## config.mk

```make
export PLATFORM = sky130hd
export DESIGN_NAME = fetch_module
export DESIGN_NICKNAME = d
export VERILOG_FILES = /design/src/rtl/fetch_module_pkg.sv /design/src/rtl/fetch_module_fifo.sv /design/src/rtl/fetch_module.sv
export SDC_FILE = /design/constraint.sdc
export NUM_CORES = 1
export LEC_CHECK = 0
export BUFFER_PORTS_ARGS = -buffer_cell sky130_fd_sc_hd__buf_2
export CORE_MARGIN = 2
export CORE_UTILIZATION = 30
export CTS_CLUSTER_SIZE = 24
export DETAILED_ROUTE_END_ITERATION = 8
export HOLD_SLACK_MARGIN = 0.03
export PLACE_DENSITY = 0.53
export SKIP_CTS_REPAIR_TIMING = 1
export SLEW_MARGIN = 20
export SYNTH_ARGS = -nofsm -noshare
export SYNTH_HDL_FRONTEND = slang
export SYNTH_SLANG_ARGS = --single-unit
```

## constraint.sdc

```tcl
create_clock -name clk_i -period 3.47 [get_ports clk_i]
set_clock_uncertainty 0.05 [all_clocks]
set_input_delay 0.1735 -clock clk_i [delete_from_list [all_inputs] [get_ports clk_i]]
set_output_delay 0.1735 -clock clk_i [all_outputs]
set_load 0.05 [all_outputs]
```

## src/rtl/fetch_module_pkg.sv

```systemverilog
// Shared types and constants for the instruction fetch front end.
package fetch_module_pkg;

   // Byte distance between consecutive instruction words.
   localparam logic [31:0] INSTR_BYTES = 32'd4;

   // First fetch address after reset unless the instance overrides it.
   localparam logic [31:0] RESET_PC_DEFAULT = 32'h0000_0000;

   // Default number of buffered fetch entries.
   localparam int unsigned FETCH_DEPTH_DEFAULT = 4;

   // Payload handed to decode: the address of the word and the word itself.
   typedef struct packed {
      logic [31:0] pc;
      logic [31:0] instr;
   } fetch_t;

   // Instruction addresses are always word aligned; the low two bits are dropped.
   function automatic logic [31:0] word_align(input logic [31:0] addr);
      return {addr[31:2], 2'b00};
   endfunction

endpackage

```

## src/rtl/fetch_module_fifo.sv

```systemverilog
// Small synchronous FIFO holding fetched words until decode accepts them.
// The head entry is presented directly from storage; an empty FIFO never
// forwards the incoming push to its output in the same cycle.
module fetch_fifo
   import fetch_module_pkg::*;
#(
   parameter type T = fetch_t,
   parameter int unsigned DEPTH = FETCH_DEPTH_DEFAULT,
   localparam int unsigned PTR_W = (DEPTH > 1) ? $clog2(DEPTH) : 1,
   localparam int unsigned CNT_W = $clog2(DEPTH + 1)
) (
   input  logic             clk,
   input  logic             rst_n,
   input  logic             flush,
   input  logic             push,
   input  T                 push_data,
   input  logic             pop,
   output logic [CNT_W-1:0] count,
   output T                 head_data
);

   T                 mem [DEPTH];
   logic [PTR_W-1:0] head_q;
   logic [PTR_W-1:0] tail_q;
   logic [CNT_W-1:0] count_q;
   logic             do_push;
   logic             do_pop;

   // A pop on an empty FIFO is meaningless, so it is ignored rather than
   // letting the count underflow.
   assign do_pop  = pop && (count_q != '0);
   assign do_push = push;

   // Pointers and occupancy; reset and flush both return to empty, and
   // pointers wrap naturally because DEPTH is a power of two.
   always_ff @(posedge clk) begin
      if (!rst_n || flush) begin
         head_q  <= '0;
         tail_q  <= '0;
         count_q <= '0;
      end else begin
         if (do_push) begin
            tail_q <= tail_q + PTR_W'(1);
         end
         if (do_pop) begin
            head_q <= head_q + PTR_W'(1);
         end
         case ({do_push, do_pop})
            2'b10:   count_q <= count_q + CNT_W'(1);
            2'b01:   count_q <= count_q - CNT_W'(1);
            default: count_q <= count_q;
         endcase
      end
   end

   // Entry storage is written only when a push really lands, so flushed
   // or reset cycles never leave stale words behind the tail.
   always_ff @(posedge clk) begin
      if (rst_n && !flush && do_push) begin
         mem[tail_q] <= push_data;
      end
   end

   // Upstream credit accounting must never let a push arrive while full.
   always_ff @(posedge clk) begin
      if (rst_n && !flush && do_push) begin
         assert (count_q < CNT_W'(DEPTH));
      end
   end

   assign count     = count_q;
   assign head_data = mem[head_q];

endmodule

```

## src/rtl/fetch_module.sv

```systemverilog
// Instruction fetch front end: owns the PC, issues word reads to a
// one-cycle-latency instruction memory, and hands {pc, instr} pairs to
// decode through a small FIFO. Redirects flush everything and restart.
module fetch_module
   import fetch_module_pkg::*;
#(
   parameter type F = fetch_t,
   parameter logic [31:0] RESET_PC = RESET_PC_DEFAULT,
   parameter int unsigned DEPTH = FETCH_DEPTH_DEFAULT
) (
   input  logic        clk_i,
   input  logic        reset_i,
   output logic        imem_req_o,
   output logic [31:0] imem_addr_o,
   input  logic [31:0] imem_rdata_i,
   input  logic        redirect_valid_i,
   input  logic [31:0] redirect_pc_i,
   output logic        valid_cons_o,
   input  logic        ready_cons_i,
   output F            data_o
);

   localparam int unsigned CNT_W = $clog2(DEPTH + 1);

   logic [31:0]      pc_q;
   logic [31:0]      inflight_pc_q;
   logic             inflight_q;
   logic [CNT_W-1:0] queue_count;
   logic [CNT_W:0]   credit_used;
   logic             has_credit;
   logic             issue;
   logic             resp_push;
   logic             cons_pop;
   F                 resp_entry;

   // Credit counts both queued words and the word still coming back from
   // memory. It deliberately ignores this cycle's pop so that decode's
   // ready never reaches the memory request path combinationally.
   assign credit_used = {1'b0, queue_count} + {{CNT_W{1'b0}}, inflight_q};
   assign has_credit  = credit_used < (CNT_W + 1)'(DEPTH);

   assign issue       = reset_i && !redirect_valid_i && has_credit;
   assign imem_req_o  = issue;
   assign imem_addr_o = pc_q;

   // A returning word is dropped in a redirect cycle; the FIFO is being
   // flushed anyway and the word belongs to the abandoned path.
   assign resp_push  = inflight_q && !redirect_valid_i;
   assign resp_entry = F'({inflight_pc_q, imem_rdata_i});

   assign valid_cons_o = (queue_count != '0);
   assign cons_pop     = valid_cons_o && ready_cons_i;

   // PC, in-flight flag and the address of the outstanding read. Reset
   // beats redirect, and redirect beats normal issue.
   always_ff @(posedge clk_i) begin
      if (!reset_i) begin
         pc_q       <= word_align(RESET_PC);
         inflight_q <= 1'b0;
      end else if (redirect_valid_i) begin
         pc_q       <= word_align(redirect_pc_i);
         inflight_q <= 1'b0;
      end else begin
         inflight_q <= issue;
         if (issue) begin
            pc_q          <= pc_q + INSTR_BYTES;
            inflight_pc_q <= pc_q;
         end
      end
   end

   fetch_fifo #(
      .T     (F),
      .DEPTH (DEPTH)
   ) u_fifo (
      .clk       (clk_i),
      .rst_n     (reset_i),
      .flush     (redirect_valid_i),
      .push      (resp_push),
      .push_data (resp_entry),
      .pop       (cons_pop),
      .count     (queue_count),
      .head_data (data_o)
   );

endmodule

```

==> impl_metrics.yaml <==
critical_path:
  worstSetupEndpointType: "primary output"
  critPathKind: "flop to primary output"
  start_kind: "flop"
  required_ps: 3250
  path_max_fanout: 22
  ff2ff_path_depth: 6
  critical_path_arrival_ps: 2390
synthesis:
  synth_mux_area_frac: 0.118
  syn_area_mm2: 0.0121
  ys_seq_elements: 318
  synth_adder_area_share: 0.00786
  synth_xor_area_frac: 0.00724
  ys_seq_area_frac: 0.756
  ys.flop_type: "edfxtp_1"
  netlist_instances: 637
  yosys.cell_types.count: 53
  synth-simple-area-share: 0.0521
  synth_edf_count: 278
  synthArstFlopShare: 0
  synth_warnings: 0
  synth_compound_area_frac: 0.0395
  synth_top_family_by_area: "multiplexers"
  synth_area_per_cell_um2: 19.0
flow_run:
  drv_cap: 0
floorplanning:
  die_height_um: 205
  rows: 73
  dieArea_mm2: 0.0420
  initial_utilization: 0.305
  core_mm2: 0.0397
  die_w_um: 205
  ios: 166
global_routing:
  grt_max_degree: 49
  grt_util_all_layers: 0.136
  grt_pass1_vias: 6638
  overflow: 0
  grt_pass1_wl_um: 42200
  antenna_found_initial: 0
detailed_routing:
  viasPerCell: 4.71
  vias: 6789
  wl_per_cell_um: 19.9
  firstDrtPassIters: 7
  routed_wl_um: 28700
  drt-initial-drc-count: 433
  ant_nets: 0
  drcViolationCount: 0
finish:
  drive_above_1_share: 0.333
  n_fill_cell: 3691
  diodes: 0
  nets: 963
  postLayoutCellArea_mm2: 0.0155
  area_growth_pct: 27.7
  fin_cells: 1441
worst_hold_path:
  hold_depth: 4
  hold_class: "primary input to flop"
placed_design:
  portBuffers: 159
  dp_hpwl_um: 17800
  placed_cell_area_mm2: 0.0137
  gp_congestion: 0.720
  pre_cts_slack_ps: 1080
  placedCellCount: 1310
timing:
  fmax_ghz: 0.383
  worstMarginPinSlew_ps: 536
  slew_headroom: 0.643
  hold_viol_final: 0
  layout_worst_path_cycle_share: 0.753
  drv_slew: 0
  rsz0062_at_grt: "no"
  setup_viol: 0
  period_needed_ps: 2610
  fin_tns_setup_ps: 0
  layout_setup_ws_ps: 858
pwr:
  seq_power_share: 0.510
  combPwrFrac: 0.053
  pwr-share-clk: 0.437
  p_switching_uw: 1830
  power.density_mw_per_mm2: 544
  leakage_uw: 0.00525
  swShare: 0.217
  p_int_uw: 6570
  vdd_drop_max_uv: 340
clocking:
  cts_buffers: 37
  clk_latency_ps: 530
  clk_pin_slew_ps: 60
  htreeDepth: 2
  cts.sinks: 318
  cts_max_path_buffers: 3
  cts_root_buffer: "clkbuf_16"
  cts_tree: "built"
outcome:
  status: "finished, final reports clean"
==> worst max-delay path: stages (launching register included) <==
cell and delay, ps:
dfxtp_4 700, buf_4 350, mux4_2 550, buf_2 230
==> flip-flops by register name, indices dropped and copies added (netlist names), named ones only <==
name / count
u_fifo.mem: 248
u_fifo.tail_q: 2
imem_addr_o: 30
inflight_q: 1
u_fifo.count: 3
u_fifo.head_q: 2
inflight_pc_q: 30
==> routing by layer <==
layer / part of all wire / GRT usage / vias to the layer above
met2: 0.46 / 0.210 / 222
li1: - / - / 3103
met3: 0.062 / 0.0360 / 52
met5: 0 / 0 / -
met1: 0.45 / 0.190 / 3412
met4: 0.021 / 0.0378 / 0
==> cell type report <==
cell class	count	area, um^2	share of cell area
Sequential cell	318	9160	0.592
Multi-Input combinational cell	275	2760	0.178
Timing Repair Buffer	243	1670	0.108
Clock buffer	47	1010	0.0651
Tap cell	525	657	0.0425
Clock inverter	20	153	0.00988
Inverter	13	53.8	0.00348
==> through the flow <==
stage / total power, uW / util / hold WS (ps)
after CTS: 8490 / 0.373 / -230
after floorplan: 4600 / - / 222
after global routing: 8730 / 0.389 / 47.2
after global placement: 4750 / 0.344 / 341
after detailed placement: 4760 / 0.344 / 345
final: 8400 / 0.389 / 18.3
==> synth_stat cells, types with 6 or more instances <==
master,n,area (um^2)
clkbuf_1,16,60.1
and3_1,12,75.1
nor2_1,21,78.8
dfxtp_1,40,801
o21ai_0,9,45.0
nand4_1,15,93.8
ha_1,6,75.1
and2_1,7,43.8
nand3_1,16,80.1
inv_1,11,41.3
a2bb2oi_1,6,52.6
edfxtp_1,278,8350
nor4_1,7,43.8
a31oi_1,9,56.3
buf_2,10,50.1
a21oi_1,24,120
nand2_1,20,75.1
mux4_2,62,1400
==> final timing paths <==
check | start | endpoint | slack [ps]
max reg2reg | inflight_q | imem_addr_o[19] | 900
max | flop | data_o[63] | 860
min | redirect_pc_i[31] | imem_addr_o[31] | 20
min reg2reg | inflight_pc_q[26] | u_fifo.mem[0][58] | 450
==> logic make-up after synthesis <==
kind of cell	Yosys count
buffers and inverters	47
other	1
xor gates and xnor gates	10
adders and majority gates	7
DFF	318
muxes	65
AOI/OAI and AO/OA	74
and+or+nand+nor	115
==> cells in the final DEF, fill, tap and decap left out, types with 3 or more instances in the layout <==
cell type        n
clkinv_4         3
nand4_1         15
ha_1             6
a31oi_1          9
nor3_1           4
and2_1           7
a21o_1           3
clkbuf_16       39
inv_1           11
and3_1           8
xnor2_1          5
buf_2          159
nor2_1          21
clkinv_2         5
dfxtp_1         38
buf_4           13
clkbuf_1         8
dlygate4sd3_1   64
nor4_1           7
conb_1           4
a2bb2oi_1        6
edfxtp_1       278
o21ai_0          9
nand3_1         16
xor2_1           5
mux4_2          62
or3_1            4
a22oi_1          4
buf_12           7
a21oi_1         24
and3_4           4
clkinv_1        10
nand2_1         20
o22ai_1          5
==> power by group through the flow <==
stage / Clock [uW] / Combinational, uW / Sequential (uW)
2_1_floorplan: 0 / 189 / 4410
3_3_place_gp: 0 / 389 / 4360
3_5_place_dp: 0 / 392 / 4370
4_1_cts: 3810 / 393 / 4290
5_1_grt: 3950 / 476 / 4300
6_report: 3670 / 445 / 4290
Note: power is estimated with default switching activity, not from simulation.
